### src/rtl/lsu_bif_pkg.sv
// Shared types and constants for the load/store bus interface.
package lsu_bif_pkg;

    // Bus-interface FSM states, two-bit encoding
    typedef enum logic [1:0] {
        LSB_ST_IDLE = 2'd0,
        LSB_ST_CMD  = 2'd1,
        LSB_ST_RSP  = 2'd2,
        LSB_ST_DONE = 2'd3
    } lsb_state_e;

    // Default response-wait budget and counter width
    localparam int LSB_TMO_DEF   = 255;
    localparam int LSB_TMO_W_DEF = 8;

    // Byte-lane bits of the address are not carried onto the word bus
    localparam logic [31:0] LSB_ADR_MASK = 32'hFFFF_FFFC;

    // Word-align a byte address
    function automatic logic [31:0] lsb_word_adr(input logic [31:0] adr);
        return adr & LSB_ADR_MASK;
    endfunction

    // A request with neither read nor any write lane does not touch the bus
    function automatic logic lsb_is_noop(input logic ren, input logic [3:0] wen);
        return (~ren) & (~(|wen));
    endfunction

endpackage

### src/rtl/lsu_tmo.sv
// Response timeout counter: clearable, enabled, saturating at TMO_CYC-1.
// tc flags the last wait cycle that may still accept a response.
module lsu_tmo
    import lsu_bif_pkg::*;
#(
    parameter int TMO_W   = LSB_TMO_W_DEF,
    parameter int TMO_CYC = LSB_TMO_DEF
) (
    input  logic clk,
    input  logic rst_n,
    input  logic clr,
    input  logic en,
    output logic tc
);

    localparam logic [TMO_W-1:0] TC_VAL = TMO_W'(TMO_CYC - 1);

    logic [TMO_W-1:0] cnt_r;

    // Count enabled wait cycles; clear has priority, hold once terminal count is reached
    always_ff @(posedge clk or negedge rst_n) begin
        if (!rst_n) begin
            cnt_r <= {TMO_W{1'b0}};
        end else if (clr) begin
            cnt_r <= {TMO_W{1'b0}};
        end else if (en && (cnt_r != TC_VAL)) begin
            cnt_r <= cnt_r + TMO_W'(1);
        end else begin
            cnt_r <= cnt_r;
        end
    end

    assign tc = (cnt_r == TC_VAL);

endmodule

### src/rtl/lsu_bif.sv
// Load/store bus interface: takes one execute-stage request at a time and
// runs it over a split command/response bus with a response timeout.
module lsu_bif
    import lsu_bif_pkg::*;
#(
    parameter int TMO_CYC = LSB_TMO_DEF,
    parameter int TMO_W   = LSB_TMO_W_DEF
) (
    input  logic        clk,
    input  logic        rst_n,
    input  logic        hs_ex4ls_val,
    output logic        hs_ls4ex_rdy,
    input  logic [31:0] i_ls_adr,
    input  logic [31:0] i_ls_wdat,
    input  logic [3:0]  i_ls_wen,
    input  logic        i_ls_ren,
    output logic [31:0] o_ls_rdat,
    output logic        o_ls_err,
    output logic        o_mem_cmd_val,
    input  logic        i_mem_cmd_rdy,
    output logic [31:0] o_mem_adr,
    output logic [31:0] o_mem_wdat,
    output logic [3:0]  o_mem_wstrb,
    output logic        o_mem_wr,
    input  logic        i_mem_rsp_val,
    output logic        o_mem_rsp_rdy,
    input  logic [31:0] i_mem_rsp_dat,
    input  logic        i_mem_rsp_err
);

    lsb_state_e  state_r;
    lsb_state_e  state_s;
    logic        launch_s;
    logic        tmo_clr_s;
    logic        tmo_en_s;
    logic        tmo_tc_s;
    logic        rsp_fire_s;
    logic [31:0] rdat_s;
    logic        err_s;

    assign rsp_fire_s = i_mem_rsp_val & o_mem_rsp_rdy;

    lsu_tmo #(
        .TMO_W   (TMO_W),
        .TMO_CYC (TMO_CYC)
    ) u_tmo (
        .clk   (clk),
        .rst_n (rst_n),
        .clr   (tmo_clr_s),
        .en    (tmo_en_s),
        .tc    (tmo_tc_s)
    );

    // FSM state register
    always_ff @(posedge clk or negedge rst_n) begin
        if (!rst_n) begin
            state_r <= LSB_ST_IDLE;
        end else begin
            state_r <= state_s;
        end
    end

    // Next-state, timeout control and completion data
    always_comb begin
        state_s   = state_r;
        launch_s  = 1'b0;
        tmo_clr_s = 1'b0;
        tmo_en_s  = 1'b0;
        rdat_s    = 32'h0000_0000;
        err_s     = 1'b0;
        case (state_r)
            LSB_ST_IDLE: begin
                // Responses arriving here are stale and simply dropped
                if (hs_ex4ls_val) begin
                    if (lsb_is_noop(i_ls_ren, i_ls_wen)) begin
                        state_s = LSB_ST_DONE;
                    end else begin
                        state_s  = LSB_ST_CMD;
                        launch_s = 1'b1;
                    end
                end else begin
                    state_s = LSB_ST_IDLE;
                end
            end
            LSB_ST_CMD: begin
                // No timeout while the slave holds off the command
                if (i_mem_cmd_rdy) begin
                    state_s   = LSB_ST_RSP;
                    tmo_clr_s = 1'b1;
                end else begin
                    state_s = LSB_ST_CMD;
                end
            end
            LSB_ST_RSP: begin
                // A response on the last allowed cycle wins over the timeout
                if (rsp_fire_s) begin
                    state_s = LSB_ST_DONE;
                    rdat_s  = o_mem_wr ? 32'h0000_0000 : i_mem_rsp_dat;
                    err_s   = i_mem_rsp_err;
                end else if (tmo_tc_s) begin
                    state_s = LSB_ST_DONE;
                    err_s   = 1'b1;
                end else begin
                    state_s  = LSB_ST_RSP;
                    tmo_en_s = 1'b1;
                end
            end
            LSB_ST_DONE: begin
                // Execute updates its request only after seeing rdy, so never relaunch here
                state_s = LSB_ST_IDLE;
            end
            default: begin
                state_s = LSB_ST_IDLE;
            end
        endcase
    end

    // Handshake and completion outputs registered from the next state
    always_ff @(posedge clk or negedge rst_n) begin
        if (!rst_n) begin
            o_mem_cmd_val <= 1'b0;
            o_mem_rsp_rdy <= 1'b0;
            hs_ls4ex_rdy  <= 1'b0;
            o_ls_rdat     <= 32'h0000_0000;
            o_ls_err      <= 1'b0;
        end else begin
            o_mem_cmd_val <= (state_s == LSB_ST_CMD);
            o_mem_rsp_rdy <= (state_s == LSB_ST_IDLE) || (state_s == LSB_ST_RSP);
            hs_ls4ex_rdy  <= (state_s == LSB_ST_DONE);
            o_ls_rdat     <= rdat_s;
            o_ls_err      <= err_s;
        end
    end

    // Command fields captured at launch and held stable until the next launch
    always_ff @(posedge clk or negedge rst_n) begin
        if (!rst_n) begin
            o_mem_adr   <= 32'h0000_0000;
            o_mem_wdat  <= 32'h0000_0000;
            o_mem_wstrb <= 4'h0;
            o_mem_wr    <= 1'b0;
        end else if (launch_s) begin
            o_mem_adr   <= lsb_word_adr(i_ls_adr);
            o_mem_wdat  <= i_ls_wdat;
            o_mem_wstrb <= i_ls_wen;
            o_mem_wr    <= |i_ls_wen;
        end else begin
            o_mem_adr   <= o_mem_adr;
            o_mem_wdat  <= o_mem_wdat;
            o_mem_wstrb <= o_mem_wstrb;
            o_mem_wr    <= o_mem_wr;
        end
    end

endmodule

### config.mk
export PLATFORM = sky130hd
export DESIGN_NAME = lsu_bif
export DESIGN_NICKNAME = d
export VERILOG_FILES = /design/src/rtl/lsu_bif_pkg.sv /design/src/rtl/lsu_tmo.sv /design/src/rtl/lsu_bif.sv
export SDC_FILE = /design/constraint.sdc
export NUM_CORES = 1
export LEC_CHECK = 0
export ABC_AREA = 1
export CORE_MARGIN = 2
export CORE_UTILIZATION = 44
export CTS_CLUSTER_DIAMETER = 40
export DETAILED_ROUTE_END_ITERATION = 8
export HOLD_SLACK_MARGIN = 0.1
export PLACE_DENSITY = 0.95
export SYNTH_ARGS = -nofsm -noshare
export SYNTH_HDL_FRONTEND = slang
export SYNTH_SLANG_ARGS = --single-unit
### constraint.sdc
create_clock -name clk -period 3.1 [get_ports clk]
set_input_delay 0.62 -clock clk [delete_from_list [all_inputs] [get_ports clk]]
set_output_delay 0.62 -clock clk [all_outputs]
set_load 0.01 [all_outputs]
# Word level (Yosys, flattened, before mapping)
# Index checks and enable logic that the tools add are counted.
[totals]
ff_bits = 113
in_bits = 107
[op_classes]
n_reduce_logical = 6
addsub = 1
mux = 22
bitwise = 4
n_eq_ne = 8
[op_table]
columns = ["op", "count"]
rows = [
  ["2-to-1 mux 32 bit", 3],
  ["2-to-1 mux 8 bit", 2],
  ["2-to-1 mux 1 bit", 13],
  ["adder 8 x 1 -> 8 bit (second input constant)", 1],
  ["== test 2 bit (second input constant)", 4],
  ["== test 8 bit (second input constant)", 1],
  ["inequality test 8 bit (second input constant)", 1],
  ["case mux 2 bit (4 select lines)", 1],
  ["2-to-1 mux 2 bit", 3],
  ["== test 2 x 1 -> 1 bit (second input constant)", 2],
  ["zero test 2 bit", 2],
  ["OR reduction 4 bit", 1],
  ["bitwise AND 1 bit", 2],
  ["NOT 1 bit", 2],
  ["nonzero test 2 bit", 1],
  ["logical AND 1 bit", 1],
  ["logical OR 1 bit", 1],
]

# Logic depth before layout (Yosys ltp)
# Gate-level depths: netlist (run 1).
[logic_depth]
word_depth = 8
ltp_mapped = 10
ltp_nobuf = 10

# Modules after synthesis
# Synthesis (run 1) repeated with hierarchy kept, for this count alone.
[unflattened]
cells_unflattened = 498
area_unflattened_um2 = 4446.8
[by_module_without_submodules]
columns = ["mod", "seq_area_each_um2", "cells_per_inst", "area_per_inst_um2", "n_inst"]
rows = [
  ["lsu_bif", 2627.5, 427, 3921.3, 1],
  ["lsu_tmo", 200.2, 71, 525.5, 1],
]

# Worst setup path before layout (run 1)
# Ideal clock, no wire load.
[synth_path]
path_kind = "input to register"
start = "input i_ls_wen[1]"
end = "register o_mem_wdat[10]"
setup_slack_ps = 1609
arrival_ps = 1374
path_stages = 8
cell_sequence = "nor2_1 nand4_1 nand2_2 inv_2 buf_6 buf_2 nand2_1 nand2_1"
[synth_between]
elab_chain_cells = 6
[synth_lines]
columns = ["element", "line", "rtl"]
rows = [
  ["start: declaration", "lsu_bif.sv:15", "input logic [3:0] i_ls_wen,"],
  ["OR reduction 4 bit", "lsu_bif_pkg.sv:26", "return (~ren) & (~(|wen));"],
  ["NOT 1 bit", "lsu_bif_pkg.sv:26", ""],
  ["bitwise AND 1 bit", "lsu_bif_pkg.sv:26", ""],
  ["2-to-1 mux 1 bit", "lsu_bif.sv:75", "if (lsb_is_noop(i_ls_ren, i_ls_wen)) begin"],
  ["2-to-1 mux 1 bit", "lsu_bif.sv:74", "if (hs_ex4ls_val) begin"],
  ["2-to-1 mux 1 bit", "lsu_bif.sv:71", "case (state_r)"],
  ["end signal: assignment", "lsu_bif.sv:144", "o_mem_wdat <= i_ls_wdat;"],
  ["end signal: assignment", "lsu_bif.sv:149", "o_mem_wdat <= o_mem_wdat;"],
  ["end: declaration", "lsu_bif.sv:22", "output logic [31:0] o_mem_wdat,"],
]
# No other way between the ends.
# A chain may end at the register's enable or synchronous reset.

# Final worst setup path (run 1)
[layout_path]
start = "register o_mem_rsp_rdy"
end = "output o_mem_rsp_rdy"
[layout_rtl]
columns = ["element", "line", "rtl"]
rows = [
  ["start: declaration", "lsu_bif.sv:26", "output logic o_mem_rsp_rdy,"],
  ["start signal: assignment", "lsu_bif.sv:128", "o_mem_rsp_rdy <= (state_s == LSB_ST_IDLE) || (state_s == LSB_ST_RSP);"],
]
# No word-level cell between the ends.

==> PnR_summary.wiki, run 1 <==
{| class="wikitable"
! Metric !! Value
|-
| Status || finished, final reports clean
|-
| Number of sinks handled by clock tree synthesis || 113
|-
| Worst Reg2Reg Path Length in Cells || 7
|-
| Register area share after synthesis || 0.640
|-
| Max-capacitance violation count || 0
|-
| GRT Overall Usage || 0.235
|-
| GRT Residual Overflow || 0
|-
| Starting DRT DRC Count || 220
|-
| Remaining routing DRC violations || 0
|-
| 1st-pass router iterations || 5
|-
| H-tree lvl count || 4
|-
| Switching power as a share of total power || 0.316
|-
| Peak-usage layer in the global routing report || met2
|-
| Share of total power in the clock network || 0.303
|-
| Peak supply drop || 517 uV
|-
| Initial antenna violation count || 0
|-
| Critical path startpoint category || register
|-
| Top cells by area, synth || sky130_fd_sc_hd__dfrtp_1, sky130_fd_sc_hd__nand2_1, sky130_fd_sc_hd__nor2_1
|-
| Hold bufs inserted after CTS || 0
|-
| Net switching power figure || 2090 uW
|-
| Floorplan die width || roughly 100 um
|-
| Chip Height || 104 um
|-
| Final Max Tran Viols || 0
|-
| Num rows || 36
|-
| Global-route wire length before repair || around 20,000 um
|-
| Worst-case register-to-register setup slack || around 1.2 ns
|-
| Launching point of the worst reg2reg path || state_r[0]
|-
| Vias per Instance || approximately 4.7
|-
| Leading cell type in the layout, fill and taps excluded || sky130_fd_sc_hd__nand2_1
|-
| Yosys warns || 0
|-
| Largest fanout on the critical path || 3
|-
| Levels on crit path || 1
|-
| Top cell family by delay on the critical path || buffers and inverters
|-
| Slew at the pin closest to its max-slew limit || 1.04 ns
|-
| Number of resized instances in the post-cts repair step || 0
|-
| Endpoint of the worst setup timing path || o_mem_rsp_rdy
|-
| Total die area || 10,900 um2
|-
| Final TNS setup || 0 ns
|-
| Residual antenna-violating net count after detailed routing || 0
|-
| Met2 routing resource usage after global routing || 0.418
|-
| Worst path setup slack after routing || 1.04 ns
|-
| Post-synth top area cell || sky130_fd_sc_hd__dfrtp_1
|-
| Proportion of layout cells with a drive suffix above 1 || 0.0645
|-
| Arrival time reported for the critical path endpoint || 1.44 ns
|-
| Part of the power in combinational logic || 0.357
|-
| Routed len/inst || 14.6 um
|-
| Area growth from synthesis to final layout || 62.3%
|-
| Remaining max-slew budget at the tightest pin || 0.306
|-
| Clock skew after layout || around 0.0082 ns
|-
| Critical Path End Type || primary output
|-
| Total half-perimeter wirelength after legalization and detailed placement || 8820 um
|-
| CP startpoint || o_mem_rsp_rdy
|-
| Buffer cell driving the clock tree root || sky130_fd_sc_hd__clkbuf_8
|-
| Most frequent cells in the layout || sky130_fd_sc_hd__nand2_1, sky130_fd_sc_hd__clkdlybuf4s50_1, sky130_fd_sc_hd__dfrtp_1
|-
| Internal cell power || 4520 uW
|-
| GR Util met1 || 0.254
|-
| Average instance area after synthesis || 8.95 um2
|-
| Effective utilization at floorplan || 0.452
|-
| Gp weighted congestion || 0.907
|-
| Post-CTS setup buffer count || 0
|-
| Top-level port count || 212
|-
| Port Buf Inserts || 207
|-
| Distinct cells, synth || 23
|-
| Synthesized instance count || 494
|-
| RSZ-0062 raised after global routing || false
|-
| Clock tree buffer depth || 2
|-
| Global routing met3 resource utilization || 0.0959
|-
| Slowest cell delay on critical path || approximately 0.57 ns
|-
| Core outline area || around 10000 um2
|-
| Ratio of final minimum period to clock period || 0.666
|-
| Number of register bits inferred by synthesis || 113
|-
| Data required time of the critical path || approximately 2.5 ns
|-
| TritonCTS clock tree || yes
|-
| Power per cell area || 921 nW/um2
|-
| Pre-CTS setup slack || 0.581 ns
|-
| Fraction of synthesized cell area taken by the top area cell type || 0.640
|-
| Highest Clock Rate || 485 MHz
|-
| Final setup violation count || 0
|-
| Portion of total power attributed to sequential cells || 0.340
|-
| RR Endpoint || o_mem_wdat[17]
|-
| Pin count of the biggest net entering global routing || 69
|-
| Via count of the first global-routing pass || roughly 4,200
|-
| Buffers & Inverters on Critical Path || 1
|-
| Tightest Hold Check Type || in -> async
|-
| Total count of hold-check failures in the final report || 0
|-
| Vias || 3,997
|-
| Number of buffers created by CTS || 17
|-
| Critical path, cell by cell || clkdlybuf4s50_1
|-
| Class of the most critical setup path || reg -> out
|-
| Source-to-sink clock delay at the later pin of the worst-skew pair || 0.51 ns
|-
| Crit path max-delay cell type || sky130_fd_sc_hd__clkdlybuf4s50_1
|-
| Cell area after synthesis || 4420 um2
|-
| Number of nets in the layout || about 810
|-
| Final WL || 12,300 um
|-
| Static Leakage || 0.00346 uW
|-
| Fin crit period || 2.06 ns
|-
| Number of antenna cells inserted || 0
|-
| Clk pin slew, worst setup/hold paths || 0.06 ns
|}
## cell type report
class / instances / area, um2
Timing Repair Buffer: 211 / 2110
Inverter: 17 / 63.8
Clock inverter: 5 / 125
Multi-Input combinational cell: 342 / 1400
Clock buffer: 25 / 484
Sequential cell: 113 / 2830
Tap cell: 133 / 166
Fill cell: 653 / 2600
## worst min-delay path by stage
stage	from	end
after floorplan	rst_n	hs_ls4ex_rdy
after global placement	o_mem_adr[15]	o_mem_adr[15]
after detailed placement	o_mem_adr[20]	o_mem_adr[20]
after CTS	rst_n	o_mem_adr[27]
after global routing	rst_n	o_mem_wdat[7]
final	rst_n	u_tmo.cnt_r[0]
## worst register-to-register path, delay by kind of cell (launching register included)
family / cells / cell delay, ns
DFF: 1 / 0.41
buffers and inverters: 3 / 0.89
and+or+nand+nor: 4 / 0.53
## cell usage after synthesis
cell type	count
sky130_fd_sc_hd__and2_1	1
sky130_fd_sc_hd__buf_2	11
sky130_fd_sc_hd__buf_4	8
sky130_fd_sc_hd__buf_6	1
sky130_fd_sc_hd__clkbuf_1	3
sky130_fd_sc_hd__conb_1	1
sky130_fd_sc_hd__dfrtp_1	113
sky130_fd_sc_hd__ha_1	2
sky130_fd_sc_hd__inv_1	11
sky130_fd_sc_hd__inv_2	6
sky130_fd_sc_hd__nand2_1	256
sky130_fd_sc_hd__nand2_2	5
sky130_fd_sc_hd__nand3_1	15
sky130_fd_sc_hd__nand3_2	1
sky130_fd_sc_hd__nand3_4	1
sky130_fd_sc_hd__nand3b_1	1
sky130_fd_sc_hd__nand4_1	1
sky130_fd_sc_hd__nor2_1	45
sky130_fd_sc_hd__nor2_2	2
sky130_fd_sc_hd__o21ai_0	4
sky130_fd_sc_hd__o21ai_1	1
sky130_fd_sc_hd__o21bai_1	2
sky130_fd_sc_hd__xor2_1	3
## stage by stage
stage | hold slack [ns] | utilization | power, uW | area (um2) | std cells
6_report | 0.162 | 0.734 | 6610 | 7170 | 846
5_1_grt | 0.190 | 0.734 | 6990 | 7170 | 846
4_1_cts | 0.168 | 0.734 | 6670 | 7170 | 846
3_5_place_dp | 0.464 | 0.672 | 4630 | 6570 | 816
3_3_place_gp | 0.461 | 0.672 | 4480 | 6570 | 816
2_1_floorplan | 0.324 | - | 3310 | 4420 | 495
## registers in the layout, indices dropped and copies added (netlist names)
register and flops:
hs_ls4ex_rdy 1, o_mem_wdat 32, o_mem_adr 30, state_r 2
o_mem_rsp_rdy 1, o_mem_wr 1, u_tmo.cnt_r 8, o_ls_err 1
o_mem_wstrb 4, o_ls_rdat 32, o_mem_cmd_val 1
## metal layers
metal  wire length, um  vias up  part of all wire
met5                 0        -                 0
met4               209        0             0.017
met3              1060       24             0.086
met2              6280      196              0.51
met1              4780     1871              0.39
li1                  -     1906                 -
## logic make-up (layout without fill, tap and decap cells)
family,count (synthesis),count (layout),share of synthesized area
AOI/OAI and AO/OA,7,7,0.00906
xor gates and xnor gates,3,3,0.00595
adders and majority gates,2,2,0.00566
buffers and inverters,40,258,0.0456
DFF,113,113,0.640
other,1,2,0.000848
and+or+nand+nor,328,328,0.293
## power by group through the flow
stage          combinational, uW  sequential (uW)  clock, uW
3_3_place_gp                2260             2230          0
6_report                    2360             2240       2000
4_1_cts                     2390             2240       2040
2_1_floorplan                847             2460          0
3_5_place_dp                2360             2260          0
5_1_grt                     2570             2300       2120
(Power assumes the default switching activity.)
==> run 2: changes to the inputs <==
--- a/config.mk
+++ b/config.mk
@@ -7,11 +7,11 @@
 export LEC_CHECK = 0
 export ABC_AREA = 1
 export CORE_MARGIN = 2
-export CORE_UTILIZATION = 44
+export CORE_UTILIZATION = 37
 export CTS_CLUSTER_DIAMETER = 40
 export DETAILED_ROUTE_END_ITERATION = 8
 export HOLD_SLACK_MARGIN = 0.1
-export PLACE_DENSITY = 0.95
+export PLACE_DENSITY = 0.88
 export SYNTH_ARGS = -nofsm -noshare
 export SYNTH_HDL_FRONTEND = slang
 export SYNTH_SLANG_ARGS = --single-unit
==> constraint.sdc (replaced) <==
create_clock -name clk -period 1.75 [get_ports clk]
set_input_delay 0.35 -clock clk [delete_from_list [all_inputs] [get_ports clk]]
set_output_delay 0.35 -clock clk [all_outputs]
set_load 0.01 [all_outputs]
==> PnR_summary.wiki, run 2 (synthesis gave the netlist of run 1 again) <==
{| class="wikitable"
! Metric !! Value
|-
| Status || finished, final reports clean (unchanged)
|-
| Arrival time reported for the critical path endpoint || 1.35 ns (was 1.44 ns)
|-
| Via count of the first global-routing pass || 4,030 (was 4,176)
|-
| Area growth from synthesis to final layout || 64.9% (was 62.3%)
|-
| GRT Overall Usage || 0.198 (was 0.235)
|-
| Peak supply drop || 805 uV (was 517 uV)
|-
| Switching power as a share of total power || 0.322 (was 0.316)
|-
| Share of total power in the clock network || 0.280 (was 0.303)
|-
| PnR Total Power || 11,500 uW (was 6610 uW)
|-
| Routed len/inst || 14.0 um (was 14.6 um)
|-
| Final setup violation count || 0 (unchanged)
|-
| Internal cell power || 7790 uW (was 4520 uW)
|-
| Register Area || 2830 um2 (unchanged)
|-
| Net switching power figure || 3710 uW (was 2090 uW)
|-
| Final Max Tran Viols || 0 (unchanged)
|-
| Ratio of final minimum period to clock period || 0.970
|-
| 1st-pass router iterations || 4 (was 5)
|-
| Vias per Instance || 4.59 (was 4.72)
|-
| Global-route wire length before repair || 19,600 um (was 20,100 um)
|-
| Vias || 3,986 (was 3,997)
|-
| Crit path max-delay cell type || sky130_fd_sc_hd__clkdlybuf4s50_1 (unchanged)
|-
| Port Buf Inserts || 207 (unchanged)
|-
| Core outline area || 11,500 um2 (was 9770 um2)
|-
| Total half-perimeter wirelength after legalization and detailed placement || 8710 um (was 8820 um)
|-
| Slowest cell delay on critical path || 0.58 ns (was 0.57 ns)
|-
| Clock skew after layout || 0.00637 ns (was 0.00815 ns)
|-
| Data required time of the critical path || 1.40 ns (was 2.48 ns)
|-
| Tightest Hold Check Type || in -> async (unchanged)
|-
| Fin crit period || 1.70 ns
|-
| RR Endpoint || u_tmo.cnt_r[6] (was o_mem_wdat[17])
|-
| Largest registers || o_ls_rdat x32, o_mem_wdat x32, o_mem_adr x30 (unchanged)
|-
| Top cell family by delay on the critical path || buffers and inverters (unchanged)
|-
| Hold Worst Slack || 0.447 ns (was 0.162 ns)
|-
| Total count of hold-check failures in the final report || 0 (unchanged)
|-
| Floorplan die width || 113 um (was 104 um)
|-
| Critical path, cell by cell || clkdlybuf4s50_1 (unchanged)
|-
| Final WL || 12,200 um (was 12,300 um)
|-
| Number of sinks handled by clock tree synthesis || 113 (unchanged)
|-
| Residual antenna-violating net count after detailed routing || 0 (unchanged)
|-
| Power per cell area || 1580 nW/um2 (was 921 nW/um2)
|-
| Critical path startpoint category || register (unchanged)
|-
| DR WL met2 || 5800 um (was 6280 um)
|-
| Buffers & Inverters on Critical Path || 1 (unchanged)
|-
| Worst Reg2Reg Path Length in Cells || 9 (was 7)
|-
| H-tree lvl count || 4 (unchanged)
|-
| RSZ-0062 raised after global routing || false (unchanged)
|-
| Remaining routing DRC violations || 0 (unchanged)
|-
| Length of routed met3 wiring || 1270 um (was 1060 um)
|-
| Pre-CTS setup slack || -0.0150 ns (was 0.581 ns)
|-
| Launching point of the worst reg2reg path || u_tmo.cnt_r[0] (was state_r[0])
|-
| Number of antenna cells inserted || 0 (unchanged)
|-
| Class of the most critical setup path || reg -> out (unchanged)
|-
| Starting DRT DRC Count || 266 (was 220)
|-
| Worst path setup slack after routing || 0.0531 ns (was 1.04 ns)
|-
| Worst-case register-to-register setup slack || 0.33 ns (was 1.21 ns)
|-
| Static Leakage || 0.00352 uW (was 0.00346 uW)
|-
| Top routing layer in use || met4 (unchanged)
|-
| Gp weighted congestion || 0.784 (was 0.907)
|-
| Num rows || 39 (was 36)
|-
| Part of the power in combinational logic || 0.374 (was 0.357)
|-
| Portion of total power attributed to sequential cells || 0.346 (was 0.340)
|-
| Total die area || 12,800 um2 (was 10,900 um2)
|-
| Wire length on met1 || 4820 um (was 4780 um)
|-
| Buffer cell driving the clock tree root || sky130_fd_sc_hd__clkbuf_16 (was sky130_fd_sc_hd__clkbuf_8)
|-
| Pin count of the biggest net entering global routing || 69 (unchanged)
|-
| Leading cell type in the layout, fill and taps excluded || sky130_fd_sc_hd__nand2_1 (unchanged)
|-
| TritonCTS clock tree || yes (unchanged)
|-
| Initial antenna violation count || 0 (unchanged)
|-
| Area of the multi-input gates || 1400 um2 (unchanged)
|-
| Clock tree buffer depth || 2 (unchanged)
|-
| Proportion of layout cells with a drive suffix above 1 || 0.0785 (was 0.0645)
|-
| Number of nets in the layout || 822 (was 811)
|-
| Critical Path End Type || primary output (unchanged)
|-
| Count of fill cells added during filler insertion || 880 (was 653)
|-
| Number of buffers created by CTS || 17 (unchanged)
|-
| Highest Clock Rate || 589 MHz
|-
| Max-capacitance violation count || 0 (unchanged)
|-
| Clk pin slew, worst setup/hold paths || 0.05 ns (was 0.06 ns)
|-
| Source-to-sink clock delay at the later pin of the worst-skew pair || 0.40 ns (was 0.51 ns)
|-
| Chip Height || 113 um (was 104 um)
|-
| Effective utilization at floorplan || 0.384 (was 0.452)
|-
| Most frequent cells in the layout || sky130_fd_sc_hd__nand2_1, sky130_fd_sc_hd__clkdlybuf4s50_1, sky130_fd_sc_hd__dfrtp_1 (unchanged)
|-
| Top-level port count || 212 (unchanged)
|-
| GRT Residual Overflow || 0 (unchanged)
|-
| Largest fanout on the critical path || 2 (was 3)
|}
## run 2: worst max-delay path by stage
stage,startpoint,end,slack [ns],cells after the start
6_report,o_mem_wdat[17],o_mem_wdat[17],0.05,1
5_1_grt,o_mem_wdat[15],o_mem_wdat[15],0.003,1
4_1_cts,o_mem_wdat[17],o_mem_wdat[17],0.03,1
3_5_place_dp,i_ls_wen[2],o_mem_wstrb[3],-0.02,6
3_3_place_gp,i_ls_wen[1],o_mem_wstrb[0],0.03,6
2_1_floorplan,u_tmo.cnt_r[0],u_tmo.cnt_r[3],0.50,9
## run 2: final cells by class
| class | count | area share |
|---|---|---|
| clock buffers | 27 | 0.0704 |
| clock inverters | 5 | 0.00686 |
| repair buffers | 222 | 0.310 |
| well taps | 143 | 0.0245 |
| inverters | 17 | 0.00875 |
| flip-flops and latches | 113 | 0.388 |
| multi-input cells | 342 | 0.191 |
## run 2: through the flow
step / util / instance area (um2) / TNS (ns) / std cells
final: 0.633 / 7290 / 0 / 869
after global placement: 0.583 / 6720 / 0 / 836
after floorplan: - / 4420 / 0 / 495
after CTS: 0.633 / 7290 / 0 / 869
after detailed placement: 0.583 / 6720 / -0.0150 / 836
after global routing: 0.633 / 7290 / 0 / 869
## run 2: power by group through the flow
stage	logic [uW]	clock network [uW]	registers [uW]
2_1_floorplan	1500	0	4350
3_5_place_dp	4310	0	3990
6_report	4300	3230	3980
5_1_grt	4700	3450	4070
4_1_cts	4360	3300	3980
3_3_place_gp	4200	0	3940
## run 2: what timing repair did
action,in CTS,in global routing
hold buffers,1,0
hold endpoints to repair,27,0
setup buffers,0,0
endpoints found under the setup margin,0,1
resized for setup,0,1
## run 2: layer usage
metal,up-vias,track usage
li1,1927,-
met5,-,0
met2,176,0.327
met1,1864,0.224
met4,0,0.0846
met3,19,0.0894
